## config.mk

```make
export PLATFORM = sky130hd
export DESIGN_NAME = mc_control_fsm_flat
export DESIGN_NICKNAME = d
export VERILOG_FILES = /design/src/rtl/mc_control_fsm_pkg.sv /design/src/rtl/mc_control_fsm_if.sv /design/src/rtl/mc_control_fsm_mem_timer.sv /design/src/rtl/mc_control_fsm.sv /design/src/flat_wrapper.sv
export SDC_FILE = /design/constraint.sdc
export NUM_CORES = 1
export LEC_CHECK = 0
export ABC_AREA = 1
export CAP_MARGIN = 0
export CORE_ASPECT_RATIO = 1.1
export CORE_UTILIZATION = 42
export CTS_CLUSTER_SIZE = 12
export DETAILED_ROUTE_END_ITERATION = 12
export PLACE_DENSITY = 0.89
export SYNTH_ARGS = -nofsm -noshare
export SYNTH_HDL_FRONTEND = slang
export SYNTH_SLANG_ARGS = --single-unit
```

## constraint.sdc

```tcl
create_clock -name clk -period 2.7 [get_ports clk]
set_input_delay 0.675 -clock clk [delete_from_list [all_inputs] [get_ports clk]]
set_output_delay 0.675 -clock clk [all_outputs]
set_load 0.01 [all_outputs]
```

## src/rtl/mc_control_fsm_pkg.sv

```systemverilog
// Shared constants for the multi-cycle MIPS controller: state codes, opcodes, mux selects.
// Latency: none (declarations only).
// Backpressure: none (declarations only).
package mc_pkg;

   // Controller states; the numeric codes are visible on the debug state output.
   typedef enum logic [3:0] {
      S_FETCH  = 4'd0,
      S_DECODE = 4'd1,
      S_MEMADR = 4'd2,
      S_MEMRD  = 4'd3,
      S_MEMWB  = 4'd4,
      S_MEMWR  = 4'd5,
      S_RTEXE  = 4'd6,
      S_RTWB   = 4'd7,
      S_BRANCH = 4'd8,
      S_IMMEXE = 4'd9,
      S_IMMWB  = 4'd10,
      S_JUMP   = 4'd11,
      S_JAL    = 4'd12,
      S_JR     = 4'd13
   } state_t;

   // Opcodes (IR[31:26]) and the one funct code the controller cares about.
   localparam logic [5:0] OP_RTYPE = 6'b000000;
   localparam logic [5:0] OP_LW    = 6'b100011;
   localparam logic [5:0] OP_SW    = 6'b101011;
   localparam logic [5:0] OP_BEQ   = 6'b000100;
   localparam logic [5:0] OP_BNE   = 6'b000101;
   localparam logic [5:0] OP_ADDI  = 6'b001000;
   localparam logic [5:0] OP_ANDI  = 6'b001100;
   localparam logic [5:0] OP_ORI   = 6'b001101;
   localparam logic [5:0] OP_XORI  = 6'b001110;
   localparam logic [5:0] OP_LUI   = 6'b001111;
   localparam logic [5:0] OP_J     = 6'b000010;
   localparam logic [5:0] OP_JAL   = 6'b000011;
   localparam logic [5:0] FN_JR    = 6'b001000;

   // ALUOp encodings.
   localparam logic [1:0] ALU_ADD   = 2'b00;
   localparam logic [1:0] ALU_SUB   = 2'b01;
   localparam logic [1:0] ALU_FUNCT = 2'b10;
   localparam logic [1:0] ALU_LOGIC = 2'b11;

   // ALUSrcB encodings.
   localparam logic [1:0] SRCB_B     = 2'b00;
   localparam logic [1:0] SRCB_4     = 2'b01;
   localparam logic [1:0] SRCB_IMM   = 2'b10;
   localparam logic [1:0] SRCB_IMMSH = 2'b11;

   // PCSource encodings.
   localparam logic [1:0] PCS_ALU    = 2'b00;
   localparam logic [1:0] PCS_ALUOUT = 2'b01;
   localparam logic [1:0] PCS_JUMP   = 2'b10;
   localparam logic [1:0] PCS_REG    = 2'b11;

   // States that own the memory port and may wait on mem_ready.
   function automatic logic is_mem_state(input state_t s);
      return (s == S_FETCH) || (s == S_MEMRD) || (s == S_MEMWR);
   endfunction

endpackage

```

## src/rtl/mc_control_fsm_if.sv

```systemverilog
// Controller <-> datapath/memory bundle: IR fields, flags and all control strobes.
// Latency: none (wiring only).
// Backpressure: mem_ready from the memory side stalls the controller in memory states.
// master = controller side (drives controls), slave = datapath/memory side.
interface mc_control_fsm_if;
   logic [5:0] opcode;
   logic [5:0] funct;
   logic       mem_ready;
   logic       zero;
   logic       pc_en;
   logic       IorD;
   logic       MemRead;
   logic       MemWrite;
   logic       IRWrite;
   logic       RegDst;
   logic       MemtoReg;
   logic       RegWrite;
   logic       ALUSrcA;
   logic [1:0] ALUSrcB;
   logic [1:0] ALUOp;
   logic       ExtOp;
   logic [1:0] PCSource;
   logic       JalEn;
   logic       LuiEn;
   logic [3:0] state;
   logic       illegal_op;
   logic       mem_err;

   modport master (
      input  opcode, funct, mem_ready, zero,
      output pc_en, IorD, MemRead, MemWrite, IRWrite, RegDst, MemtoReg, RegWrite,
             ALUSrcA, ALUSrcB, ALUOp, ExtOp, PCSource, JalEn, LuiEn,
             state, illegal_op, mem_err
   );

   modport slave (
      output opcode, funct, mem_ready, zero,
      input  pc_en, IorD, MemRead, MemWrite, IRWrite, RegDst, MemtoReg, RegWrite,
             ALUSrcA, ALUSrcB, ALUOp, ExtOp, PCSource, JalEn, LuiEn,
             state, illegal_op, mem_err
   );
endinterface

```

## src/rtl/mc_control_fsm_mem_timer.sv

```systemverilog
// Memory wait watchdog: counts stalled cycles and flags expiry at LIMIT (LIMIT=0 disables).
// Latency: o_expire is combinational from the registered count and i_en.
// Backpressure: none; counter saturates instead of wrapping.
// Ports: clk, rst_n; i_clr clears the count; i_en counts one stalled cycle; o_expire flags timeout.
module mc_mem_timer #(
   parameter int LIMIT = 0,
   parameter int W     = 8
) (
   input  logic clk,
   input  logic rst_n,
   input  logic i_clr,
   input  logic i_en,
   output logic o_expire
);

   localparam logic [W-1:0] LIM = W'(LIMIT);

   logic [W-1:0] r_cnt;

   always_ff @(posedge clk or negedge rst_n) begin
      if (!rst_n) begin
         r_cnt <= '0;
      end else if (i_clr) begin
         r_cnt <= '0;
      end else if (i_en && (r_cnt != '1)) begin
         r_cnt <= r_cnt + 1'b1;
      end
   end

   // Expiry needs a stalled cycle: a ready arriving at count==LIMIT drops i_en and wins.
   assign o_expire = (LIMIT != 0) && i_en && (r_cnt == LIM);

endmodule

```

## src/rtl/mc_control_fsm.sv

```systemverilog
// Multi-cycle MIPS main controller sequencing one ALU, one memory port, IR, PC and regfile.
// Latency: 3-5 cycles per instruction plus memory wait cycles; outputs Moore except mem_ready/zero qualified enables.
// Backpressure: holds in FETCH/MEMRD/MEMWR until mem_ready; optional timeout aborts back to FETCH.
// Ports: clk, rst_n (async active-low); bus (master modport) carries opcode/funct/mem_ready/zero in
//        and all datapath controls, debug state, illegal_op and mem_err pulses out.
module mc_control_fsm
   import mc_pkg::*;
#(
   parameter int MEM_TIMEOUT = 0,
   parameter int TO_W        = 8
) (
   input  logic              clk,
   input  logic              rst_n,
   mc_control_fsm_if.master  bus
);

   state_t     r_state;
   state_t     w_next;
   logic       r_is_sw;
   logic       w_expire;
   logic       w_tmr_en;
   logic       w_tmr_clr;

   logic       w_pc_en, w_iord, w_mem_read, w_mem_write, w_ir_write;
   logic       w_reg_dst, w_mem_to_reg, w_reg_write, w_alu_src_a;
   logic [1:0] w_alu_src_b, w_alu_op, w_pc_source;
   logic       w_ext_op, w_jal_en, w_lui_en, w_illegal, w_mem_err;

   // MEMADR must pick MEMRD/MEMWR without looking at the IR, so the load/store
   // choice is captured while decoding.
   always_ff @(posedge clk or negedge rst_n) begin
      if (!rst_n) begin
         r_state <= S_FETCH;
         r_is_sw <= 1'b0;
      end else begin
         r_state <= w_next;
         if (r_state == S_DECODE) begin
            r_is_sw <= (bus.opcode == OP_SW);
         end
      end
   end

   assign w_tmr_en  = is_mem_state(r_state) && !bus.mem_ready;
   // Clearing on expiry too lets a FETCH timeout restart counting for the re-fetch.
   assign w_tmr_clr = (w_next != r_state) || w_expire;

   mc_mem_timer #(
      .LIMIT (MEM_TIMEOUT),
      .W     (TO_W)
   ) u_mem_timer (
      .clk      (clk),
      .rst_n    (rst_n),
      .i_clr    (w_tmr_clr),
      .i_en     (w_tmr_en),
      .o_expire (w_expire)
   );

   // Next-state logic.
   always_comb begin
      w_next = r_state;
      case (r_state)
         S_FETCH:  w_next = bus.mem_ready ? S_DECODE : S_FETCH;
         S_DECODE: begin
            case (bus.opcode)
               OP_RTYPE:                                  w_next = (bus.funct == FN_JR) ? S_JR : S_RTEXE;
               OP_LW, OP_SW:                              w_next = S_MEMADR;
               OP_BEQ, OP_BNE:                            w_next = S_BRANCH;
               OP_ADDI, OP_ANDI, OP_ORI, OP_XORI, OP_LUI: w_next = S_IMMEXE;
               OP_J:                                      w_next = S_JUMP;
               OP_JAL:                                    w_next = S_JAL;
               default:                                   w_next = S_FETCH;
            endcase
         end
         S_MEMADR: w_next = r_is_sw ? S_MEMWR : S_MEMRD;
         S_MEMRD: begin
            if (bus.mem_ready)  w_next = S_MEMWB;
            else if (w_expire)  w_next = S_FETCH;
         end
         S_MEMWR:  w_next = (bus.mem_ready || w_expire) ? S_FETCH : S_MEMWR;
         S_RTEXE:  w_next = S_RTWB;
         S_IMMEXE: w_next = S_IMMWB;
         default:  w_next = S_FETCH;
      endcase
   end

   // Output decode; while reset is asserted everything is forced quiet.
   always_comb begin
      w_pc_en      = 1'b0;
      w_iord       = 1'b0;
      w_mem_read   = 1'b0;
      w_mem_write  = 1'b0;
      w_ir_write   = 1'b0;
      w_reg_dst    = 1'b0;
      w_mem_to_reg = 1'b0;
      w_reg_write  = 1'b0;
      w_alu_src_a  = 1'b0;
      w_alu_src_b  = SRCB_B;
      w_alu_op     = ALU_ADD;
      w_ext_op     = 1'b1;
      w_pc_source  = PCS_ALU;
      w_jal_en     = 1'b0;
      w_lui_en     = 1'b0;
      w_illegal    = 1'b0;
      w_mem_err    = 1'b0;
      if (rst_n) begin
         w_mem_err = w_expire;
         case (r_state)
            S_FETCH: begin
               w_mem_read  = 1'b1;
               w_alu_src_b = SRCB_4;
               w_ir_write  = bus.mem_ready;
               w_pc_en     = bus.mem_ready;
            end
            S_DECODE: begin
               w_alu_src_b = SRCB_IMMSH;
               case (bus.opcode)
                  OP_RTYPE, OP_LW, OP_SW, OP_BEQ, OP_BNE, OP_ADDI, OP_ANDI,
                  OP_ORI, OP_XORI, OP_LUI, OP_J, OP_JAL: w_illegal = 1'b0;
                  default:                               w_illegal = 1'b1;
               endcase
            end
            S_MEMADR: begin
               w_alu_src_a = 1'b1;
               w_alu_src_b = SRCB_IMM;
            end
            S_MEMRD: begin
               w_mem_read = 1'b1;
               w_iord     = 1'b1;
            end
            S_MEMWB: begin
               w_reg_write  = 1'b1;
               w_mem_to_reg = 1'b1;
            end
            S_MEMWR: begin
               w_mem_write = 1'b1;
               w_iord      = 1'b1;
            end
            S_RTEXE: begin
               w_alu_src_a = 1'b1;
               w_alu_op    = ALU_FUNCT;
            end
            S_RTWB: begin
               w_reg_write = 1'b1;
               w_reg_dst   = 1'b1;
            end
            S_BRANCH: begin
               w_alu_src_a = 1'b1;
               w_alu_op    = ALU_SUB;
               w_pc_source = PCS_ALUOUT;
               w_pc_en     = (bus.opcode == OP_BNE) ? !bus.zero : bus.zero;
            end
            S_IMMEXE: begin
               w_alu_src_a = 1'b1;
               w_alu_src_b = SRCB_IMM;
               case (bus.opcode)
                  OP_ANDI, OP_ORI, OP_XORI: begin
                     w_ext_op = 1'b0;
                     w_alu_op = ALU_LOGIC;
                  end
                  OP_LUI: begin
                     w_ext_op = 1'b0;
                     w_lui_en = 1'b1;
                  end
                  default: w_ext_op = 1'b1;
               endcase
            end
            S_IMMWB: begin
               w_reg_write = 1'b1;
               w_lui_en    = (bus.opcode == OP_LUI);
            end
            S_JUMP: begin
               w_pc_source = PCS_JUMP;
               w_pc_en     = 1'b1;
            end
            S_JAL: begin
               w_pc_source = PCS_JUMP;
               w_pc_en     = 1'b1;
               w_reg_write = 1'b1;
               w_jal_en    = 1'b1;
            end
            S_JR: begin
               w_pc_source = PCS_REG;
               w_pc_en     = 1'b1;
            end
            default: w_ext_op = 1'b1;
         endcase
      end
   end

   assign bus.pc_en      = w_pc_en;
   assign bus.IorD       = w_iord;
   assign bus.MemRead    = w_mem_read;
   assign bus.MemWrite   = w_mem_write;
   assign bus.IRWrite    = w_ir_write;
   assign bus.RegDst     = w_reg_dst;
   assign bus.MemtoReg   = w_mem_to_reg;
   assign bus.RegWrite   = w_reg_write;
   assign bus.ALUSrcA    = w_alu_src_a;
   assign bus.ALUSrcB    = w_alu_src_b;
   assign bus.ALUOp      = w_alu_op;
   assign bus.ExtOp      = w_ext_op;
   assign bus.PCSource   = w_pc_source;
   assign bus.JalEn      = w_jal_en;
   assign bus.LuiEn      = w_lui_en;
   assign bus.state      = r_state;
   assign bus.illegal_op = w_illegal;
   assign bus.mem_err    = w_mem_err;

endmodule

```

## src/flat_wrapper.sv

```systemverilog
// flat-port wrapper written by rule: the top's interface ports become plain ports
module mc_control_fsm_flat import mc_pkg::*;
#(
   parameter int MEM_TIMEOUT = 0,
   parameter int TO_W        = 8
)
  (clk, rst_n, bus_opcode, bus_funct, bus_mem_ready, bus_zero, bus_pc_en, bus_IorD, bus_MemRead, bus_MemWrite, bus_IRWrite, bus_RegDst, bus_MemtoReg, bus_RegWrite, bus_ALUSrcA, bus_ALUSrcB, bus_ALUOp, bus_ExtOp, bus_PCSource, bus_JalEn, bus_LuiEn, bus_state, bus_illegal_op, bus_mem_err);
  mc_control_fsm_if bus_i ();
  input  logic clk;
  input  logic rst_n;
  input wire logic [$bits(bus_i.opcode)-1:0] bus_opcode;
  input wire logic [$bits(bus_i.funct)-1:0] bus_funct;
  input wire logic [$bits(bus_i.mem_ready)-1:0] bus_mem_ready;
  input wire logic [$bits(bus_i.zero)-1:0] bus_zero;
  output wire logic [$bits(bus_i.pc_en)-1:0] bus_pc_en;
  output wire logic [$bits(bus_i.IorD)-1:0] bus_IorD;
  output wire logic [$bits(bus_i.MemRead)-1:0] bus_MemRead;
  output wire logic [$bits(bus_i.MemWrite)-1:0] bus_MemWrite;
  output wire logic [$bits(bus_i.IRWrite)-1:0] bus_IRWrite;
  output wire logic [$bits(bus_i.RegDst)-1:0] bus_RegDst;
  output wire logic [$bits(bus_i.MemtoReg)-1:0] bus_MemtoReg;
  output wire logic [$bits(bus_i.RegWrite)-1:0] bus_RegWrite;
  output wire logic [$bits(bus_i.ALUSrcA)-1:0] bus_ALUSrcA;
  output wire logic [$bits(bus_i.ALUSrcB)-1:0] bus_ALUSrcB;
  output wire logic [$bits(bus_i.ALUOp)-1:0] bus_ALUOp;
  output wire logic [$bits(bus_i.ExtOp)-1:0] bus_ExtOp;
  output wire logic [$bits(bus_i.PCSource)-1:0] bus_PCSource;
  output wire logic [$bits(bus_i.JalEn)-1:0] bus_JalEn;
  output wire logic [$bits(bus_i.LuiEn)-1:0] bus_LuiEn;
  output wire logic [$bits(bus_i.state)-1:0] bus_state;
  output wire logic [$bits(bus_i.illegal_op)-1:0] bus_illegal_op;
  output wire logic [$bits(bus_i.mem_err)-1:0] bus_mem_err;
  assign bus_i.opcode = bus_opcode;
  assign bus_i.funct = bus_funct;
  assign bus_i.mem_ready = bus_mem_ready;
  assign bus_i.zero = bus_zero;
  assign bus_pc_en = bus_i.pc_en;
  assign bus_IorD = bus_i.IorD;
  assign bus_MemRead = bus_i.MemRead;
  assign bus_MemWrite = bus_i.MemWrite;
  assign bus_IRWrite = bus_i.IRWrite;
  assign bus_RegDst = bus_i.RegDst;
  assign bus_MemtoReg = bus_i.MemtoReg;
  assign bus_RegWrite = bus_i.RegWrite;
  assign bus_ALUSrcA = bus_i.ALUSrcA;
  assign bus_ALUSrcB = bus_i.ALUSrcB;
  assign bus_ALUOp = bus_i.ALUOp;
  assign bus_ExtOp = bus_i.ExtOp;
  assign bus_PCSource = bus_i.PCSource;
  assign bus_JalEn = bus_i.JalEn;
  assign bus_LuiEn = bus_i.LuiEn;
  assign bus_state = bus_i.state;
  assign bus_illegal_op = bus_i.illegal_op;
  assign bus_mem_err = bus_i.mem_err;
  mc_control_fsm #(.MEM_TIMEOUT(MEM_TIMEOUT), .TO_W(TO_W)) u_core (.clk(clk), .rst_n(rst_n), .bus(bus_i));
endmodule
```

# Word level (Yosys, flattened, before mapping)
# Cells that the tools add are included.
# Widths: inputs -> output; s select.
# classes
eq_ne,26
n_mux,44
reduce_logical,16
# ops
op,n
$eq 6x4->1 const B,6
$mux 1,29
$pmux 4 s7,1
$eq 4x4->1 const B,6
$pmux 4 s6,1
$pmux 2 s3,3
$eq 4x3->1 const B,4
$eq 6x2->1 const B,2
$eq 6x3->1 const B,2
$eq 6x6->1 const B,2
$reduce_or 12->1,1
$reduce_or 2->1,6
$reduce_or 4->1,3
$eq 4x2->1 const B,2
$mux 2,4
$mux 4,2
$logic_not 6->1,1
$mux 3,2
$reduce_or 3->1,2
$reduce_or 5->1,1
$eq 4x1->1 const B,1
$logic_not 4->1,1
$pmux 1 s3,1
$ne 2x2->1 const B,1
other kinds (2),2
# word_totals
output_inout_bits,24
input_bits,16
register_bits,5

# Logic depth before layout (Yosys ltp)
# Gate-level depths: netlist (run 1).
# logic_depth
depth_word,5
ltp_mapped,8
ltp_nobuf,8

# By module
# Synthesis (run 1) repeated with hierarchy kept, for this count alone.
# unflattened
hier_cells,169
area_unflattened_um2,849.6
# modules_own_cells
mod,seq_area_each_um2,n_inst,cells_each,area_each_um2
mc_control_fsm,125.1,1,167,838.3
mc_mem_timer,0.0,1,2,11.3

# Worst setup path after synthesis (run 1)
# Ideal clock, no wire load.
# synth_timing
path_kind,input to output
from,input bus_opcode[5]
to,output bus_ALUOp[0]
arrival_time_ns,1.386
setup_slack_ns,0.639
stages,5
path_cell_list,nor2_2 -> nand3_1 -> inv_1 -> nand3_2 -> a21oi_1
# synth_between
elab_chain_len,5
elab_cells_between_ends,7
classes_between,eq/ne: 3; mux: 3; reduce/logical: 1
# synth_lines
item,line_no,rtl
"start, declared",flat_wrapper.sv:11,input wire logic [$bits(bus_i.opcode)-1:0] bus_opcode;
$eq 6x4->1,mc_control_fsm.sv:155,case (bus.opcode)
$reduce_or 3->1 *,mc_control_fsm.sv:155,
$mux 2 *,mc_control_fsm.sv:155,
$pmux 2 s3 *,mc_control_fsm.sv:107,case (r_state)
$mux 2 *,mc_control_fsm.sv:105,if (rst_n) begin
"end, declared",flat_wrapper.sv:25,output wire logic [$bits(bus_i.ALUOp)-1:0] bus_ALUOp;
# Every way passes the cells marked *; elsewhere a longest branch is shown, timed or not.

# Worst setup path after layout (run 1)
# layout_timing
from,input rst_n
to,output bus_ALUSrcA
# layout_between
elab_chain_len,1
# layout_lines
item,line_no,rtl
"start, declared",flat_wrapper.sv:10,input logic rst_n;
$mux 1,mc_control_fsm.sv:105,
"end, declared",flat_wrapper.sv:23,output wire logic [$bits(bus_i.ALUSrcA)-1:0] bus_ALUSrcA;
# No other way between the ends.

==> results of run 1 <==
==> synthesized netlist by cell type <==
master / count
nor2_1: 32
nand4_1: 3
inv_2: 4
a31oi_1: 1
nor3_1: 2
nand2_2: 1
or2_2: 1
nor2_2: 2
a21oi_1: 9
a41oi_2: 1
nand2_1: 34
nor3_2: 1
nand2_4: 1
nor2_4: 3
nand3_1: 14
buf_1: 1
nand3_2: 1
o21ai_1: 1
dfrtp_1: 5
inv_1: 20
buf_4: 1
xnor2_1: 1
conb_1: 1
==> placed cells by master (no fill, tap or decap), types with 2 or more instances in the layout <==
cell type	count
nand2_1	34
nor2_1	30
clkdlybuf4s50_1	24
inv_1	18
buf_4	17
nand3_1	13
dlygate4sd2_1	10
a21oi_1	9
inv_2	5
nor2_4	4
dfrtp_1	4
nor2_2	3
nand4_1	3
clkbuf_4	3
nand3_2	2
nor3_1	2
dlymetal6s2s_1	2
clkdlybuf4s15_2	2
==> timing repair <==
item                                    4_1_cts  5_1_grt
resized for setup                            19        6
pin swaps                                     3        1
buffers inserted                              4        2
endpoints found under the setup margin       19        6
==> worst paths after layout <==
check,start,end,slack [ns],depth (start not counted)
min reg2reg,u_core.r_is_sw,u_core.r_is_sw,0.58,2
max reg2reg,u_core.bus.state[1],u_core.bus.state[3],1.37,7
max in group asynchronous,rst_n,u_core.bus.state[3],2.01,2
max,rst_n,bus_ALUSrcA,0.08,5
min in group clk,u_core.r_is_sw,u_core.r_is_sw,0.58,2
min,rst_n,u_core.bus.state[2],0.54,2
==> through the flow <==
stage	utilization, %	power, µW	setup TNS, ns	hold WS, ns	setup WS (ns)
after floorplan	-	488	0	0.379	0.639
after global placement	75.7	740	-2.10	0.561	-0.301
after detailed placement	75.7	757	-2.95	0.575	-0.422
after CTS	79.2	845	0	0.535	0.0190
after global routing	81.0	921	-0.00901	0.576	-0.00901
final	81.0	859	0	0.540	0.0752
==> kinds of logic after synthesis <==
kind of cell	count (synthesis)
flip-flops	5
buffers and inverters	26
AND/OR/NAND/NOR	95
XOR/XNOR	1
other	1
AO/OA/AOI/OAI	12
==> layout make-up <==
cell class                      count  area (µm²)
Multi-Input combinational cell    109         537
Tap cell                           17        21.3
Sequential cell                     5         126
Timing Repair Buffer               55         503
Inverter                           24        93.8
Clock buffer                        4        26.3
Fill cell                         118         307
==> routing by layer <==
| layer | wire length (µm) | global-route usage (%) |
|---|---|---|
| met2 | 1380 | 55.4 |
| met4 | 87 | 10.0 |
| met3 | 119 | 3.14 |
| met1 | 994 | 28.6 |
| met5 | 0 | 0 |
==> worst reg2reg max path, delay by kind of cell (launching register included) <==
family          cells  cell delay, ns
flops               1            0.44
simple gates        3            0.38
buf+inv             3            0.28
compound gates      1            0.12
==> state kept, by name (all words and copies together), names as in the netlist <==
register          count
u_core.bus.state      4
u_core.r_is_sw        1
==> report_power, final <==
part	total [µW]	leakage (µW)	internal [µW]	switching (µW)
Clock	92.5	0.0000150	56.2	36.3
Combinational	599	0.000641	263	336
Sequential	167	0.0000641	108	59.4
Total	859	0.000720	428	431
==> impl_metrics.env, run 1 <==
export IMPL_slowest_delay_ns=0.57
export IMPL_synthSimpleGateAreaFrac_pct=58.4
export IMPL_path_clk_slew_ns=0.05
export IMPL_cp_slowest_cell="clkdlybuf4s50_1"
export IMPL_pin_count=40
export IMPL_worstPathArrival_ns=1.95
export IMPL_dieArea_um2=1950
export IMPL_synthMuxAreaShare_pct=0
export IMPL_yosys_top_cells_area="nand2_1, dfrtp_1, nor2_1"
export IMPL_initialDrtViolationCount=32
export IMPL_layout_nets=214
export IMPL_synth_top_family_by_area="simple AND/OR/NAND/NOR gates"
export IMPL_max_freq_mhz=381
export IMPL_syn_inst=140
export IMPL_drc=0
export IMPL_ys_warn_count=0
export IMPL_syn_avg_cell_area_um2=5.34
export IMPL_die_y_um=46.3
export IMPL_ys_ff_latch=5
export IMPL_cts_max_path_buffers=2
export IMPL_fin_area_um2=1310
export IMPL_portBuffers=38
export IMPL_post_route_period_util_pct=97.2
export IMPL_cts_root_buf="clkbuf_4"
export IMPL_path_buf_inv=4
export IMPL_status="complete, no violations"
export IMPL_clk_latency_ns=0.26
export IMPL_antenna_found_initial=0
export IMPL_via_per_inst=5.24
export IMPL_slew_violations=0
export IMPL_core_area_um2=1610
export IMPL_stdcell_count=214
export IMPL_cts_sinks=5
export IMPL_worst_setup_path_end_kind="output pin"
export IMPL_synth_xor_area_share_pct=1.17
export IMPL_gr_total_overflow=0
export IMPL_cts_tree="yes"
export IMPL_grt_pass1_vias=1013
export IMPL_ant_nets=0
export IMPL_worstSetupPathType="in -> out"
export IMPL_num_rows=15
export IMPL_crit_chain="dlygate4sd2_1, clkinvlp_4, buf_4, a41oi_2, clkdlybuf4s50_1"
export IMPL_report_final_setup_viol=0
export IMPL_drt_pass1_iter_count=4
export IMPL_irDropWorstVdd_v=0.000394
export IMPL_vias=1122
export IMPL_cts_buffers=3
export IMPL_worstPathRequired_ns=2.03
export IMPL_dp_hpwl_um=1990
export IMPL_postCtsHoldBufs=0
export IMPL_fin_worst_skew_ns=0.0100
export IMPL_power_leakage_uw=0.000720
export IMPL_drive_above_1_share_pct=21.8
export IMPL_synth_top_area_cell="nand2_1"
export IMPL_critPathMaxFanout=4
export IMPL_wl_per_cell_um=12.0
export IMPL_min_period_ns=2.62
export IMPL_ys_seq_area_share_pct=16.7
export IMPL_startpoint_type="primary input"
export IMPL_power_per_cell_area_nw_per_um2=657
export IMPL_synth_compound_area_share_pct=9.70
export IMPL_drv_cap=0
export IMPL_die_w_um=42.2
export IMPL_netlist_area_leader_share_pct=17.1
export IMPL_hold_class="in -> async"
export IMPL_synth_adder_area_share_pct=0
export IMPL_diodes=0
export IMPL_syn_cell_area_um2=748
export IMPL_place_area_um2=1220
export IMPL_routed_wl_um=2580
export IMPL_gp_congestion=0.931
export IMPL_synth_net_count=156
export IMPL_dp_cells=204
export IMPL_ys_types=23
export IMPL_grt_max_degree=9
export IMPL_htree_levels=1
export IMPL_grt_pass1_wl_um=4120
export IMPL_initial_utilization_pct=46.4
export IMPL_globalRouteTotalUtil_pct=27.1
export IMPL_area_growth_syn_to_layout_pct=74.7
export IMPL_cp_top_family="buffers and inverters"
export IMPL_hold_viol_final=0
(Power assumes the default switching activity.)
==> run 2, diff against run 1 <==
Settings changed: SLEW_MARGIN set to 5.
==> results of run 2 <==
Same layout as run 1: the final DEF is identical, and so are final timing and power.
==> run 3, diff against run 2 <==
Settings changed: CAP_MARGIN 0 to 5.
==> results of run 3 <==
Same layout as run 1: the final DEF is identical, and so are final timing and power.
